**src/rtl/fft_pkg.sv**
```systemverilog
// fft_pkg: shared FFT constants and index helpers
package fft_pkg;
  localparam int DATA_W = 16;
  localparam int N_PTS  = 16;
  localparam int LOG2N  = 4;
  function automatic logic [LOG2N-1:0] bitrev4(input logic [LOG2N-1:0] k);
    return {k[0], k[1], k[2], k[3]};
  endfunction
endpackage

```
**src/rtl/fft_out_reorder_if.sv**
```systemverilog
// fft_out_reorder_if: sample stream in from the FFT core, natural-order stream out
interface fft_out_reorder_if #(parameter int DATA_W = fft_pkg::DATA_W);
  logic              in_push;
  logic [DATA_W-1:0] in_real;
  logic [DATA_W-1:0] in_imag;
  logic              in_stall;
  logic              out_push_F;
  logic [DATA_W-1:0] out_real_F;
  logic [DATA_W-1:0] out_imag_F;
  logic              out_last_F;
  logic              out_stall;
  logic              ovf_F;
  modport master (
    output in_push, in_real, in_imag, out_stall,
    input  in_stall, out_push_F, out_real_F, out_imag_F, out_last_F, ovf_F
  );
  modport slave (
    input  in_push, in_real, in_imag, out_stall,
    output in_stall, out_push_F, out_real_F, out_imag_F, out_last_F, ovf_F
  );
endinterface

```
**src/rtl/reorder_bank.sv**
```systemverilog
// reorder_bank: 16-entry buffer, one write port, combinational read port
module reorder_bank #(
  parameter int W = 32
) (
  input  logic         clk,
  input  logic         we,
  input  logic [3:0]   waddr,
  input  logic [W-1:0] wdata,
  input  logic [3:0]   raddr,
  output logic [W-1:0] rdata
);
  logic [W-1:0] mem [16];
  always_ff @(posedge clk)
    if (we) mem[waddr] <= wdata;
  assign rdata = mem[raddr];
endmodule

```
**src/rtl/fft_out_reorder.sv**
```systemverilog
// fft_out_reorder: ping-pong buffer turning bit-reversed FFT output into natural order
module fft_out_reorder
  import fft_pkg::*;
#(
  parameter int DATA_W = fft_pkg::DATA_W,
  parameter int N_PTS  = fft_pkg::N_PTS
) (
  input  logic clk,
  input  logic reset,
  fft_out_reorder_if.slave bus
);
  localparam logic [LOG2N-1:0] LAST = LOG2N'(N_PTS - 1);
  logic [1:0]          sync;
  logic                rst_n_s;
  logic [LOG2N-1:0]    wr_cnt, rd_cnt;
  logic                wr_bank, rd_bank;
  logic [1:0]          full, full_n;
  logic                accept, wr_last, rd_go, rd_last;
  logic [2*DATA_W-1:0] rdata0, rdata1, rdata;
  // reset asserts immediately but releases two clocks later
  always_ff @(posedge clk or negedge reset)
    if (!reset) sync <= 2'b00;
    else sync <= {sync[0], 1'b1};
  assign rst_n_s = sync[1];
  assign bus.in_stall = full[wr_bank];
  assign accept  = bus.in_push & ~full[wr_bank];
  assign wr_last = accept & (wr_cnt == LAST);
  assign rd_go   = full[rd_bank] & ~bus.out_stall;
  assign rd_last = rd_go & (rd_cnt == LAST);
  assign rdata   = rd_bank ? rdata1 : rdata0;
  always_comb begin
    full_n = full;
    if (rd_last) full_n[rd_bank] = 1'b0;
    if (wr_last) full_n[wr_bank] = 1'b1;
  end
  reorder_bank #(.W(2*DATA_W)) bank0 (
    .clk(clk), .we(accept & ~wr_bank), .waddr(bitrev4(wr_cnt)),
    .wdata({bus.in_real, bus.in_imag}), .raddr(rd_cnt), .rdata(rdata0)
  );
  reorder_bank #(.W(2*DATA_W)) bank1 (
    .clk(clk), .we(accept & wr_bank), .waddr(bitrev4(wr_cnt)),
    .wdata({bus.in_real, bus.in_imag}), .raddr(rd_cnt), .rdata(rdata1)
  );
  always_ff @(posedge clk or negedge rst_n_s)
    if (!rst_n_s) begin
      wr_cnt         <= '0;
      rd_cnt         <= '0;
      wr_bank        <= 1'b0;
      rd_bank        <= 1'b0;
      full           <= 2'b00;
      bus.out_push_F <= 1'b0;
      bus.out_last_F <= 1'b0;
      bus.out_real_F <= '0;
      bus.out_imag_F <= '0;
      bus.ovf_F      <= 1'b0;
    end else begin
      full           <= full_n;
      bus.out_push_F <= rd_go;
      bus.out_last_F <= rd_last;
      if (accept) wr_cnt <= wr_cnt + 1'b1;
      if (wr_last) wr_bank <= ~wr_bank;
      if (rd_go) rd_cnt <= rd_cnt + 1'b1;
      if (rd_last) rd_bank <= ~rd_bank;
      if (rd_go) {bus.out_real_F, bus.out_imag_F} <= rdata;
      if (bus.in_push & full[wr_bank]) bus.ovf_F <= 1'b1;
    end
endmodule

```
**src/flat_wrapper.sv**
```systemverilog
// flat-port wrapper written by rule: the top's interface ports become plain ports
module fft_out_reorder_flat import fft_pkg::*;
#(
  parameter int DATA_W = fft_pkg::DATA_W,
  parameter int N_PTS  = fft_pkg::N_PTS
)
  (clk, reset, bus_in_push, bus_in_real, bus_in_imag, bus_out_stall, bus_in_stall, bus_out_push_F, bus_out_real_F, bus_out_imag_F, bus_out_last_F, bus_ovf_F);
  fft_out_reorder_if #(.DATA_W(DATA_W)) bus_i ();
  input  logic clk;
  input  logic reset;
  input wire logic [$bits(bus_i.in_push)-1:0] bus_in_push;
  input wire logic [$bits(bus_i.in_real)-1:0] bus_in_real;
  input wire logic [$bits(bus_i.in_imag)-1:0] bus_in_imag;
  input wire logic [$bits(bus_i.out_stall)-1:0] bus_out_stall;
  output wire logic [$bits(bus_i.in_stall)-1:0] bus_in_stall;
  output wire logic [$bits(bus_i.out_push_F)-1:0] bus_out_push_F;
  output wire logic [$bits(bus_i.out_real_F)-1:0] bus_out_real_F;
  output wire logic [$bits(bus_i.out_imag_F)-1:0] bus_out_imag_F;
  output wire logic [$bits(bus_i.out_last_F)-1:0] bus_out_last_F;
  output wire logic [$bits(bus_i.ovf_F)-1:0] bus_ovf_F;
  assign bus_i.in_push = bus_in_push;
  assign bus_i.in_real = bus_in_real;
  assign bus_i.in_imag = bus_in_imag;
  assign bus_i.out_stall = bus_out_stall;
  assign bus_in_stall = bus_i.in_stall;
  assign bus_out_push_F = bus_i.out_push_F;
  assign bus_out_real_F = bus_i.out_real_F;
  assign bus_out_imag_F = bus_i.out_imag_F;
  assign bus_out_last_F = bus_i.out_last_F;
  assign bus_ovf_F = bus_i.ovf_F;
  fft_out_reorder #(.DATA_W(DATA_W), .N_PTS(N_PTS)) u_core (.clk(clk), .reset(reset), .bus(bus_i));
endmodule
```
**config.mk**
```make
export PLATFORM = sky130hd
export DESIGN_NAME = fft_out_reorder_flat
export DESIGN_NICKNAME = d
export VERILOG_FILES = /design/src/rtl/fft_pkg.sv /design/src/rtl/fft_out_reorder_if.sv /design/src/rtl/reorder_bank.sv /design/src/rtl/fft_out_reorder.sv /design/src/flat_wrapper.sv
export SDC_FILE = /design/constraint.sdc
export NUM_CORES = 1
export LEC_CHECK = 0
export CAP_MARGIN = 20
export CORE_MARGIN = 2
export CORE_UTILIZATION = 65
export CTS_CLUSTER_SIZE = 24
export DETAILED_ROUTE_END_ITERATION = 7
export DONT_BUFFER_PORTS = 1
export PLACE_DENSITY = 0.84
export RECOVER_POWER = 50
export SYNTH_ARGS = -nofsm -noshare
export SYNTH_HDL_FRONTEND = slang
export SYNTH_HIERARCHICAL = 1
export SYNTH_SLANG_ARGS = --single-unit
```
**constraint.sdc**
```tcl
create_clock -name clk -period 2.7 [get_ports clk]
set_input_delay 0.405 -clock clk [delete_from_list [all_inputs] [get_ports clk]]
set_output_delay 0.405 -clock clk [all_outputs]
set_load 0.02 [all_outputs]
```
==> run_results.csv <==
group,metric,value,unit
placement,dp_slack,129,ps
synth,synth_fp_nets,1807,
setup_path,criticalPathCategory,"reg -> reg",
sta,whs,56.4,ps
synth,ys_seq_area_frac,0.783,
setup_path,required,3000,ps
final_layout,fill_cells,3029,
sta,fmax,365,MHz
synth,synth-warning-count,6,
floorplanning,fp-row-count,91,
global_routing,track_usage,0.360,
drt,routed_wl,116000,um
drt,drt_iter0_drc,3945,
sta,setup_slack,-37.5,ps
synth,synth_edf_count,1024,
final_layout,syn_to_final_growth,15.3,%
clock_tree,tritoncts,"built",
setup_path,critPathLaunch,"u_core/wr_bank$_DFFE_PN0P_",
placement,dp_hpwl,55700,um
sta,finalSetupViolCount,19,
sta,finClkSkew,27.9,ps
synth,synth_cells,1769,
drt,vias_per_cell,7.39,
global_routing,grt_pass1_vias,21500,
sta,period_minus_slack,2740,ps
run_status,status,"finished with violations",
pwr,p_leak,15.2,nW
floorplanning,die_y,255,um
synth,synth.mux.area_fraction,0.163,
setup_path,r2r_start,"u_core/wr_bank$_DFFE_PN0P_",
setup_path,cpLargestDelayFamily,"simple AND/OR/NAND/NOR gates",
global_routing,grt-ovfl-total,0,
run_status,violations,"setup timing",
sta,worst_slew_pin_slew,1410,ps
pwr,powerDensity,1060,nW/um^2
synth,synth_top_family_by_area,"multiplexers",
floorplanning,die-area,64800,um^2
clock_tree,cts_max_level,3,
synth,ys_ff_latch,1073,
clock_tree,root_buffer,"clkbuf_16",
setup_path,cp.buffers_inverters,1,
synth,ys_async_sr_fraction,0.0457,
sta,finalMaxSlewViolations,0,
setup_path,cp_data_arrival_time,3040,ps
setup_path,slowest_delay,620,ps
synth,synth_most_common_cell,"edfxtp_1",
drt,drtPass1Iterations,5,
drt,wl_per_cell,40.3,um
floorplanning,ios,72,
placement,gp_congestion,0.816,
global_routing,antenna_found_initial,6,
synth,synthSimpleGateAreaFrac,0.0150,
final_layout,utilization,0.760,
setup_path,timing.critical_path.from_type,"flip-flop",
synth,synth_top_area_share,0.753,
drt,num_vias,21300,
synth,yosys.area_share.xor_xnor,0.00150,
clock_tree,clock-sinks,1073,
synth,yosys.area_share.adder,0.000613,
global_routing,grt_max_degree,45,
pwr,ir_worst_vdd,0.776,mV
setup_path,critPathMaxFanout,19,
clock_tree,clockBufferDepth,3,
setup_path,reg2reg_to,"u_core/bank0/mem[9][19]$_DFFE_PP_",
setup_path,cp_slowest_cell,"nor3b_1",
synth,syn_avg_cell_area,23.1,um^2
sta,rsz0062_at_grt,"true",
synth,synth_compound_area_frac,0.0245,
setup_path,reg2reg_slack,-40,ps
setup_path,crit_path_end,"u_core/bank0/mem[9][19]$_DFFE_PP_",
global_routing,grt_pass1_wl,159000,um
synth,ys_types,39,
synth,netlist_top_cells_count,"edfxtp_1 (1,024), mux4_2 (256), a22oi_1 (128)",
floorplanning,initial_utilization,0.659,
setup_path,path_depth,4,
final_layout,multi_input_area,8670,um^2
floorplanning,core_area,61900,um^2
final_layout,regArea,32000,um^2
final_layout,drive_gt1_frac,0.315,
setup_path,end_kind,"flip-flop",
final_layout,fin_nets,1995,
sta,fin_crit_sh,1.01,
floorplanning,dieWidth,255,um
flow_run,drv_cap,0,
min_path,hp-class,"in -> reg",
placement,port_buffers,0,
pwr,power.total,49.9,mW
sta,hold_violations,0,
synth,synth_area_leaders,"edfxtp_1 (75%), mux4_2 (14%), dfrtp_1 (3.0%), a22oi_1 (2.4%), mux2_2 (1.0%)",
sta,max_slew_margin,0.0576,
synth,yosys.area.top_type,"edfxtp_1",
clock_tree,cts_made_buffers,102,
setup_path,rr_worst_depth,4,
synth,ys.flop_type,"edfxtp_1",
clock_tree,insertion_delay,690,ps
drt,final_antenna_net_count,0,
sta,finalSetupTns,-321,ps
drt,drc_errors,0,
setup_path,path_cells,"nor3b_1 > nand3b_1 > nor2_4 > buf_4",
synth,syn-cell-area,40800,um^2
clock_tree,cts.clk_slew.worst_paths,60,ps
[cell families (layout without fill, tap and decap cells)]
| group | after synthesis | after routing |
|---|---|---|
| flip-flops | 1073 | 1073 |
| multiplexers | 324 | 324 |
| buffers and inverters | 94 | 368 |
| XOR/XNOR | 7 | 7 |
| AND/OR/NAND/NOR | 134 | 134 |
| adder cells (fa/ha/maj) | 2 | 2 |
| other | 1 | 5 |
| AO/OA/AOI/OAI | 134 | 134 |
[worst register-to-register path, cell delays in order, from the launching register on]
cell and delay (ps):
dfrtp_1 480, nor3b_1 620, nand3b_1 530, nor2_4 260, buf_4 460
[metal layers]
layer  vias up  wire length, um  track usage
li1       7910                -            -
met3       446            16100       0.0969
met5         -               24      0.00827
met1     10900            37100        0.482
met2      2039            56100        0.565
met4         4             6710        0.166
[sequential cells by signal, summed over array words and instances (netlist names)]
| name | count |
|---|---|
| u_core/bank1/mem | 512 |
| u_core/bus.out_push_F | 1 |
| u_core/bus.out_real_F | 16 |
| u_core/full | 2 |
| u_core/bus.out_last_F | 1 |
| u_core/bus.out_imag_F | 16 |
| u_core/wr_cnt | 4 |
| u_core/bus.ovf_F | 1 |
| u_core/rd_bank | 1 |
| u_core/rd_cnt | 4 |
| u_core/wr_bank | 1 |
| u_core/sync | 2 |
| u_core/bank0/mem | 512 |
[cells in the final DEF, fill, tap and decap left out, types with 3 or more instances in the layout]
cell type | synthesis | layout
clkbuf_16 | 0 | 105
buf_12 | 0 | 42
nand3_1 | 4 | 4
nor2_4 | 0 | 26
nand2_1 | 68 | 68
clkinv_2 | 0 | 17
bufinv_16 | 0 | 9
nand3b_1 | 4 | 4
clkinv_1 | 0 | 13
nand2b_1 | 4 | 4
xor2_1 | 5 | 5
diode_2 | 0 | 4
dfrtp_1 | 49 | 46
nor2b_4 | 0 | 4
nor2_1 | 29 | 3
clkbuf_1 | 36 | 44
mux4_2 | 256 | 256
mux2_2 | 38 | 38
clkinvlp_4 | 0 | 3
a22oi_1 | 128 | 128
dlygate4sd3_1 | 0 | 36
edfxtp_1 | 1024 | 1024
clkbuf_8 | 0 | 12
mux2_4 | 28 | 28
nor3_4 | 0 | 8
buf_4 | 22 | 72
buf_16 | 0 | 4
[worst min path at each step]
| stage | cells past startpoint | to | startpoint | slack (ps) |
|---|---|---|---|---|
| after detailed placement | 0 | u_core/sync[0]$_DFF_PN0_ | reset | 110 |
| final | 3 | u_core/wr_cnt[3]$_DFFE_PN0P_ | bus_in_push | 60 |
| after floorplan | 0 | u_core/sync[0]$_DFF_PN0_ | reset | 110 |
| after global placement | 0 | u_core/sync[0]$_DFF_PN0_ | reset | 110 |
| after global routing | 3 | u_core/wr_cnt[3]$_DFFE_PN0P_ | bus_in_push | 40 |
| after CTS | 3 | u_core/wr_cnt[3]$_DFFE_PN0P_ | bus_in_push | 9 |
[layout make-up]
type                       count  share of cell area
antenna                        4            0.000213
clock buffer                 141              0.0603
clock inverter                49              0.0112
inverter                       1           0.0000797
multi-input combinational    602               0.184
sequential                  1073               0.679
tap                          837              0.0222
timing repair buffer         177              0.0424
[per-stage QoR]
stage,std cells,instance area (um^2)
6_report,2884,47100
5_1_grt,2883,47100
4_1_cts,2855,46900
3_5_place_dp,2629,43200
3_3_place_gp,2629,43200
2_1_floorplan,1769,40900
[power breakdown]
| part | total [mW] | switching, mW | internal [mW] |
|---|---|---|---|
| logic | 14.6 | 7.89 | 6.68 |
| registers | 20.8 | 1.36 | 19.4 |
| clock network | 14.6 | 6.36 | 8.25 |
| total | 49.9 | 15.6 | 34.3 |
[repair_timing]
item | in CTS | in global routing
hold buffers | 36 | 0
gates resized for setup | 0 | 6
buffers inserted | 0 | 8
setup endpoints to repair | 0 | 8
hold endpoints to repair | 1040 | 0
Note: power is estimated with default switching activity, not from simulation.
